==> src/rtl/muldiv_sequencer.sv <==
// Multi-cycle MUL/DIVU/REMU sequencer that borrows the shared execute-stage ALU
// for every add/subtract step instead of carrying its own adder.
module muldiv_sequencer #(
  parameter int unsigned XLEN = 32,
  parameter int unsigned ITER = 32
) (
  input  logic            clk_i,
  input  logic            rst_n_i,
  input  logic            valid_i,
  input  logic [1:0]      op_i,
  input  logic [XLEN-1:0] rs1_i,
  input  logic [XLEN-1:0] rs2_i,
  input  logic            flush_i,
  output logic            ready_o,
  output logic            busy_o,
  output logic            done_o,
  output logic [XLEN-1:0] result_o,
  output logic [2:0]      alu_ctrl_o,
  output logic [XLEN-1:0] alu_data1_o,
  output logic [XLEN-1:0] alu_data2_o,
  input  logic [XLEN-1:0] alu_data_i
);

  localparam int unsigned CntW = $clog2(ITER);

  localparam logic [1:0] OpMul  = 2'd0;
  localparam logic [1:0] OpDivu = 2'd1;
  localparam logic [1:0] OpRemu = 2'd2;
  localparam logic [1:0] OpRsvd = 2'd3;

  localparam logic [2:0] AluAdd = 3'd0;
  localparam logic [2:0] AluSub = 3'd1;

  typedef enum logic [1:0] {StIdle, StBusy, StDone} state_e;

  state_e          state_q, state_d;
  logic [1:0]      op_q, op_d;
  logic [CntW-1:0] cnt_q, cnt_d;
  // acc doubles as the partial remainder, mc as the quotient/dividend shifter,
  // mp as the divisor (held constant while dividing).
  logic [XLEN-1:0] acc_q, acc_d;
  logic [XLEN-1:0] mc_q, mc_d;
  logic [XLEN-1:0] mp_q, mp_d;
  logic [XLEN-1:0] result_q, result_d;

  logic [XLEN:0]   trial;
  logic            ge;
  logic [XLEN-1:0] step_acc, step_mc, step_mp;

  always_comb begin
    trial = {acc_q, mc_q[XLEN-1]};
    ge    = (trial >= {1'b0, mp_q});
    if (op_q == OpMul) begin
      step_acc = mp_q[0] ? alu_data_i : acc_q;
      step_mc  = mc_q << 1;
      step_mp  = mp_q >> 1;
    end else begin
      // rem < dvs always holds, so the 32-bit ALU difference never wraps wrongly.
      step_acc = ge ? alu_data_i : trial[XLEN-1:0];
      step_mc  = {mc_q[XLEN-2:0], ge};
      step_mp  = mp_q;
    end
  end

  always_comb begin
    state_d     = state_q;
    op_d        = op_q;
    cnt_d       = cnt_q;
    acc_d       = acc_q;
    mc_d        = mc_q;
    mp_d        = mp_q;
    result_d    = result_q;
    alu_ctrl_o  = AluAdd;
    alu_data1_o = '0;
    alu_data2_o = '0;

    unique case (state_q)
      StIdle: begin
        if (valid_i && !flush_i) begin
          op_d  = op_i;
          cnt_d = '0;
          acc_d = '0;
          mc_d  = rs1_i;
          mp_d  = rs2_i;
          if (op_i == OpRsvd) begin
            result_d = '0;
            state_d  = StDone;
          end else if (op_i != OpMul && rs2_i == '0) begin
            result_d = (op_i == OpDivu) ? '1 : rs1_i;
            state_d  = StDone;
          end else begin
            state_d = StBusy;
          end
        end
      end
      StBusy: begin
        alu_ctrl_o  = (op_q == OpMul) ? AluAdd : AluSub;
        alu_data1_o = (op_q == OpMul) ? acc_q : trial[XLEN-1:0];
        alu_data2_o = (op_q == OpMul) ? mc_q : mp_q;
        if (flush_i) begin
          state_d = StIdle;
        end else begin
          acc_d = step_acc;
          mc_d  = step_mc;
          mp_d  = step_mp;
          cnt_d = cnt_q + 1'b1;
          if (cnt_q == CntW'(ITER - 1)) begin
            result_d = (op_q == OpDivu) ? step_mc : step_acc;
            state_d  = StDone;
          end
        end
      end
      StDone: begin
        state_d = StIdle;
      end
      default: begin
        state_d = StIdle;
      end
    endcase
  end

  always_ff @(posedge clk_i) begin
    if (!rst_n_i) begin
      state_q  <= StIdle;
      op_q     <= OpMul;
      cnt_q    <= '0;
      acc_q    <= '0;
      mc_q     <= '0;
      mp_q     <= '0;
      result_q <= '0;
    end else begin
      state_q  <= state_d;
      op_q     <= op_d;
      cnt_q    <= cnt_d;
      acc_q    <= acc_d;
      mc_q     <= mc_d;
      mp_q     <= mp_d;
      result_q <= result_d;
    end
  end

  assign ready_o  = (state_q == StIdle);
  assign busy_o   = (state_q == StBusy);
  assign done_o   = (state_q == StDone);
  assign result_o = result_q;

endmodule

==> config.mk <==
export PLATFORM = sky130hd
export DESIGN_NAME = muldiv_sequencer
export DESIGN_NICKNAME = d
export VERILOG_FILES = /design/src/rtl/muldiv_sequencer.sv
export SDC_FILE = /design/constraint.sdc
export NUM_CORES = 1
export LEC_CHECK = 0
export ABC_AREA = 1
export CAP_MARGIN = 20
export CORE_MARGIN = 3
export CORE_UTILIZATION = 25
export DETAILED_ROUTE_END_ITERATION = 16
export GPL_TIMING_DRIVEN = 0
export PLACE_DENSITY = 0.58
export SETUP_SLACK_MARGIN = 0.02
export SLEW_MARGIN = 20
export SYNTH_ARGS = -nofsm -noshare
export SYNTH_HDL_FRONTEND = slang
export SYNTH_SLANG_ARGS = --single-unit
==> constraint.sdc <==
create_clock -name clk_i -period 2.2 [get_ports clk_i]
set_clock_uncertainty 0.15 [all_clocks]
set_input_delay 0.44 -clock clk_i [delete_from_list [all_inputs] [get_ports clk_i]]
set_output_delay 0.44 -clock clk_i [all_outputs]
set_load 0.005 [all_outputs]
==> impl_metrics.json, run 1 <==
{
  "outcome": "finished with violations",
  "failed_checks": "setup timing",
  "wl_mm": 50.8,
  "worst_pin_slew_ns": 1.09,
  "final_area_mm2": 0.0163,
  "drv_slew": 0,
  "dr.pass1.iters": 5,
  "cts_buffers": 17,
  "dieArea_mm2": 0.0399,
  "power.density_mw_per_mm2": 603,
  "core_area_mm2": 0.0368,
  "dpl.hpwl_mm": 37.1,
  "clockBufferDepth": 2,
  "cts-htree-levels": 4,
  "clock_sinks": 137,
  "layout.cells.most_common": "nand2_1",
  "root_buffer": "clkbuf_16",
  "worst-r2r-setup-slack_ns": -0.28,
  "grtUsageTotal_pct": 24.0,
  "drc": 0,
  "n_antenna_cell": 0,
  "grt_pass1_vias": 11700,
  "critPathRequiredTime_ns": 1.61,
  "initial_core_util_pct": 25.5,
  "slew_headroom_pct": 27.6,
  "finalWeightedCongestion": 0.972,
  "hold_start": "cnt_q[3]$_SDFFE_PN0P_",
  "insertion_delay_ns": 0.44,
  "fp-row-count": 70,
  "synthCells": 1599,
  "hold_violations": 0,
  "grt_pass1_wl_mm": 72.4,
  "grt_remaining_overflow": 0,
  "antenna_found_initial": 0,
  "cts_tree": "built",
  "placed_area_mm2": 0.0120,
  "grt_max_degree": 17,
  "io_pins": 204,
  "holdPathEnd": "cnt_q[3]$_SDFFE_PN0P_",
  "antenna_left": 0,
  "reg2reg_from": "mp_q[22]$_SDFFE_PN0P_",
  "nets": 2037,
  "p_leak_nw": 7.42,
  "die_x_um": 200,
  "syn_avg_cell_area_um2": 5.87,
  "cap_violations": 0,
  "synthesis.area_mm2": 0.00939,
  "synth_cell_types": 30,
  "yosysTopAreaCellShare_pct": 29.2,
  "timing.final.crit_share_pct": 120,
  "whs_ns": 0.339,
  "synth_top_area_cell": "dfxtp_1",
  "num_vias": 12700,
  "crit_fanout": 7,
  "crit_path_start": "state_q[0]$_SDFFE_PN0P_",
  "die_y_um": 200,
  "portBuffers": 199,
  "drtIter0Drc": 1195,
  "irDropWorstVdd_v": 0.000598,
  "setup_slack_ns": -0.432,
  "rsz0062_at_grt": "yes",
  "worstRegToRegCells": 18,
  "via_per_inst": 5.31,
  "hold_path.class": "flop to flop",
  "hold_depth": 2,
  "synth-seq-cells": 137,
  "wl_per_cell_um": 21.3,
  "path_clk_slew_ns": 0.06,
  "synth.area.top_cells": "dfxtp_1 (29%), nand2_1 (17%), inv_1 (8.8%), o21ai_0 (8.5%), a21oi_1 (8.0%)",
  "rr_endpoint": "result_o[9]$_SDFFE_PN0P_",
  "max_freq_ghz": 0.380,
  "crit_type": "flop to primary output",
  "yosysSeqAreaShare_pct": 29.2,
  "worst_ep_arrival_time_ns": 2.04,
  "yosysWarningCount": 0,
  "cp-end-kind": "primary output",
  "final_layout_size_suffix_gt1_share_pct": 38.8,
  "setup_viol": 131,
  "final_cell_mix": "nand2_1 (284), inv_1 (187), clkdlybuf4s50_1 (132)",
  "start_kind": "flop",
  "fin_crit_ns": 2.63,
  "syn2layout_area_growth_pct": 74.1,
  "fill_cells": 3680
}
[final cells by class]
cell class | count | area (µm²) | area share, %
sequential | 137 | 2830 | 17.3
inverter | 227 | 885 | 5.41
tap | 468 | 586 | 3.58
buffer | 100 | 692 | 4.23
clock buffer | 20 | 437 | 2.67
clock inverter | 12 | 270 | 1.65
multi-input combinational | 1128 | 7920 | 48.5
timing repair buffer | 290 | 2730 | 16.7
[per-layer routing]
layer	up-vias	part of all wire [%]	global-route usage, %
met5	-	0	0
met4	0	4.5	10.1
met3	101	9.2	4.48
met2	677	45	37.6
met1	6064	41	32.6
li1	5809	-	-
[sequential cells by signal, indices dropped and copies added (netlist names)]
| signal | cells |
|---|---|
| mc_q | 32 |
| result_o | 32 |
| op_q | 2 |
| mp_q | 32 |
| cnt_q | 5 |
| acc_q | 32 |
| state_q | 2 |
[metrics by stage]
| step | TNS [ns] | instances | utilization [%] | worst slack [ns] | power [W] |
|---|---|---|---|---|---|
| floorplan | 0 | 1600 | - | 0.0680 | 0.00404 |
| global placement | -138.87 | 2267 | 32.5 | -1.21 | 0.00503 |
| detailed placement | -141.58 | 2267 | 32.5 | -1.18 | 0.00505 |
| CTS | -34.91 | 2371 | 41.5 | -0.442 | 0.00943 |
| global route | -43.66 | 2382 | 44.4 | -0.465 | 0.0102 |
| finish | -36.26 | 2382 | 44.4 | -0.432 | 0.00987 |
[worst max path at each step]
stage | endpoint | slack (ns)
floorplan | result_o[12]$_SDFFE_PN0P_ | 0.07
global placement | alu_data2_o[30] | -1.21
detailed placement | alu_data1_o[10] | -1.18
CTS | alu_data1_o[2] | -0.44
global route | alu_data1_o[26] | -0.46
finish | alu_data1_o[17] | -0.43
[report_power, final]
group	switching [W]	internal, W	leakage (nW)
Combinational	0.00208	0.00137	5.94
Clock	0.00122	0.00236	0.338
Sequential	0.000169	0.00267	1.14
[cells in the mapped netlist]
cell / count
a211oi_1: 2
a21o_1: 2
a21oi_1: 151
a31oi_1: 36
buf_1: 14
buf_2: 16
buf_4: 3
buf_6: 2
clkbuf_1: 74
clkinv_1: 1
conb_1: 1
dfxtp_1: 137
ha_1: 34
inv_1: 220
inv_2: 6
nand2_1: 428
nand2_2: 2
nand3_1: 129
nand3b_1: 1
nand4_1: 4
nor2_1: 126
nor2_2: 3
nor2_4: 3
nor3_1: 2
nor3b_1: 1
nor4_1: 4
o21ai_0: 160
o22ai_1: 35
o311ai_0: 1
o31ai_1: 1
[critical path, stage by stage (launching register included)]
cell and delay, ns:
dfxtp_2 0.35, inv_2 0.05, nor2_4 0.14, inv_2 0.08, buf_8 0.13, nor2_4 0.13, clkinv_4 0.15, buf_8 0.18
clkbuf_8 0.16, o22ai_2 0.10, buf_2 0.14
[cell families after synthesis]
logic type / after synthesis / share of synthesized area (%)
simple gates: 703 / 30.5
compound gates: 388 / 21.8
buf+inv: 336 / 13.9
fa+ha+maj: 34 / 4.53
other cells: 1 / 0.0399
flops: 137 / 29.2
[repair_timing]
action	CTS	global route
hold buffers	0	0
pin swaps	84	120
resized for setup	806	284
hold endpoints to repair	0	0
setup endpoints to repair	199	186
setup buffers	65	24
gates cloned	10	2
No activity file was read; power rests on OpenSTA's default activity.
==> inputs of run 2 (changes only) <==
--- a/config.mk
+++ b/config.mk
@@ -7,11 +7,11 @@
 export LEC_CHECK = 0
 export ABC_AREA = 1
 export CAP_MARGIN = 20
-export CORE_MARGIN = 3
-export CORE_UTILIZATION = 25
+export CORE_MARGIN = 2
+export CORE_UTILIZATION = 35
 export DETAILED_ROUTE_END_ITERATION = 16
 export GPL_TIMING_DRIVEN = 0
-export PLACE_DENSITY = 0.58
+export PLACE_DENSITY = 0.72
 export SETUP_SLACK_MARGIN = 0.02
 export SLEW_MARGIN = 20
 export SYNTH_ARGS = -nofsm -noshare
==> run 2 against run 1 <==
The flow still finishes with violations (setup timing); clock power down 16%; total power shrank 4.0%; final area is essentially flat; combinational power up 4%; sequential power is essentially flat; worst hold slack lost 0.0077 ns.
==> impl_metrics.json, run 2 (synthesized netlist as in run 1, its figures left out) <==
{
  "clock_sinks": 137,
  "crit_fanout": 10,
  "slew_headroom_pct": 32.1,
  "grt_pass1_wl_mm": 68.1,
  "max_freq_ghz": 0.376,
  "post-place-ws_ns": -1.07,
  "nets": 2053,
  "irDropWorstVdd_v": 0.000504,
  "crit_type": "flop to flop",
  "p_sw_w": 0.00363,
  "pwr-share-comb_pct": 38.0,
  "grt_remaining_overflow": 0,
  "initial_core_util_pct": 35.8,
  "layout.cells.most_common": "nand2_1",
  "antenna_left": 0,
  "path_clk_slew_ns": 0.07,
  "start_kind": "flop",
  "hold_path.class": "flop to flop",
  "timing.final.crit_share_pct": 121,
  "antenna_found_initial": 0,
  "finalNonFillerCells": 2265,
  "fp-row-count": 59,
  "setup_viol": 152,
  "fin_crit_ns": 2.66,
  "portBuffers": 199,
  "timing.setup.tns_ns": -39.80,
  "rsz0062_at_grt": "yes",
  "grt_pass1_vias": 11700,
  "path_buf_inv": 3,
  "final_layout_size_suffix_gt1_share_pct": 39.1,
  "wl_per_cell_um": 22.3,
  "wl_mm": 50.5,
  "dpl.hpwl_mm": 32.9,
  "cp_common_cell": "buf_4",
  "outcome": "finished with violations",
  "cts_tree": "built",
  "p_leak_nw": 7.62,
  "syn2layout_area_growth_pct": 73.9,
  "clockBufferDepth": 2,
  "cpPeakStageDelay_ns": 0.82,
  "die_y_um": 168,
  "cap_violations": 0,
  "final_cell_mix": "nand2_1 (297), inv_1 (187), clkdlybuf4s50_1 (132)",
  "grtUsageTotal_pct": 31.4,
  "busiest_layer": "met2",
  "drtIter0Drc": 1669,
  "fill_cells": 2100,
  "dr.pass1.iters": 6,
  "power_frac_clock_pct": 31.9,
  "failed_checks": "setup timing",
  "gr-usage-met2_pct": 49.4,
  "critPathRequiredTime_ns": 2.39,
  "grt_max_degree": 17,
  "grtUsageMet3_pct": 7.17,
  "finalWeightedCongestion": 0.994,
  "drv_slew": 0,
  "io_pins": 204,
  "met1_usage_pct": 40.2,
  "dp.cells": 2134,
  "worst_pin_slew_ns": 1.02,
  "hold_violations": 0,
  "worst_ep_arrival_time_ns": 2.85,
  "p_sw_share_pct": 38.4,
  "num_vias": 13200,
  "p_seq_share_pct": 30.1,
  "crit_chain": "buf_4 > buf_4 > nand2_1 > clkbuf_1 > nand3_2 > nand2_2 > a21oi_2",
  "crit_family": "buffers and inverters",
  "power.density_mw_per_mm2": 580,
  "die_x_um": 168,
  "critPathSlowestCell": "clkbuf_1",
  "via_per_inst": 5.85,
  "insertion_delay_ns": 0.45,
  "cts_buffers": 17,
  "core_area_mm2": 0.0262,
  "n_antenna_cell": 0,
  "root_buffer": "clkbuf_16",
  "setup_slack_ns": -0.459,
  "drc": 0,
  "cp-end-kind": "flop",
  "dieArea_mm2": 0.0282,
  "hold_buffers": 0,
  "intPower_w": 0.00584,
  "cts-htree-levels": 4
}
## run 2: changes by cell type in the layout (fill, tap and decap cells not counted), sizes merged
cell           delta
nand2             -1
clkinvlp          +1
dlymetal6s2s      +1
buf              +18
inv               +5
bufinv            -6
clkinv            +3
dlygate4sd2       -2
clkdlybuf4s15     -3
## run 2: worst paths after layout
| check | from | end | slack (ns) | cells after the start |
|---|---|---|---|---|
| worst max-delay path | op_q[0]$_SDFFE_PN0P_ | result_o[26]$_SDFFE_PN0P_ | -0.46 | 7 |
| worst min-delay path | cnt_q[3]$_SDFFE_PN0P_ | cnt_q[3]$_SDFFE_PN0P_ | 0.33 | 2 |
| worst max register to register | op_q[0]$_SDFFE_PN0P_ | result_o[26]$_SDFFE_PN0P_ | -0.46 | 7 |
| worst min register to register | cnt_q[3]$_SDFFE_PN0P_ | cnt_q[3]$_SDFFE_PN0P_ | 0.33 | 2 |
## run 2: cell type report
type	instances	area [µm²]	area share, %
inverter	227	905	5.54
multi-input combinational	1127	7870	48.2
timing repair inverter	1	16.3	0.0996
sequential	137	2830	17.3
clock inverter	14	159	0.973
clock buffer	18	439	2.69
timing repair buffer	304	2880	17.7
buffer	102	817	5.00
tap	335	419	2.57
## run 2: routing by layer
| layer | routed length, µm | share of wire, % |
|---|---|---|
| met1 | 18900 | 37 |
| met2 | 22000 | 44 |
| met3 | 5730 | 11 |
| met4 | 3850 | 7.6 |
| met5 | 0 | 0 |
## run 2: repair_timing
item	4_1_cts	5_1_grt
resized for setup	723	421
cloned	8	10
setup endpoints to repair	199	201
buffers inserted	51	45
pin swaps	64	105
## run 2: worst register-to-register path, cell delays in order, from the launching register on
cell and delay [ns]:
dfxtp_2 0.34, buf_4 0.13, buf_4 0.13, nand2_1 0.46
clkbuf_1 0.82, nand3_2 0.29, nand2_2 0.17, a21oi_2 0.06
## run 2: stage by stage
| step | instance area (µm²) | utilization (%) | hold slack, ns | total power [W] |
|---|---|---|---|---|
| floorplan | 9400 | - | 0.295 | 0.00404 |
| global placement | 11800 | 45.1 | 0.315 | 0.00495 |
| detailed placement | 11800 | 45.1 | 0.319 | 0.00497 |
| CTS | 14400 | 54.9 | 0.326 | 0.00855 |
| global route | 16300 | 62.3 | 0.349 | 0.00974 |
| finish | 16300 | 62.3 | 0.331 | 0.00947 |
## run 2: power groups by stage
| stage | Sequential [W] | Combinational [W] | Clock [W] |
|---|---|---|---|
| floorplan | 0.00280 | 0.00124 | 0 |
| global placement | 0.00284 | 0.00211 | 0 |
| detailed placement | 0.00284 | 0.00213 | 0 |
| CTS | 0.00281 | 0.00276 | 0.00298 |
| global route | 0.00286 | 0.00377 | 0.00311 |
| finish | 0.00285 | 0.00360 | 0.00302 |
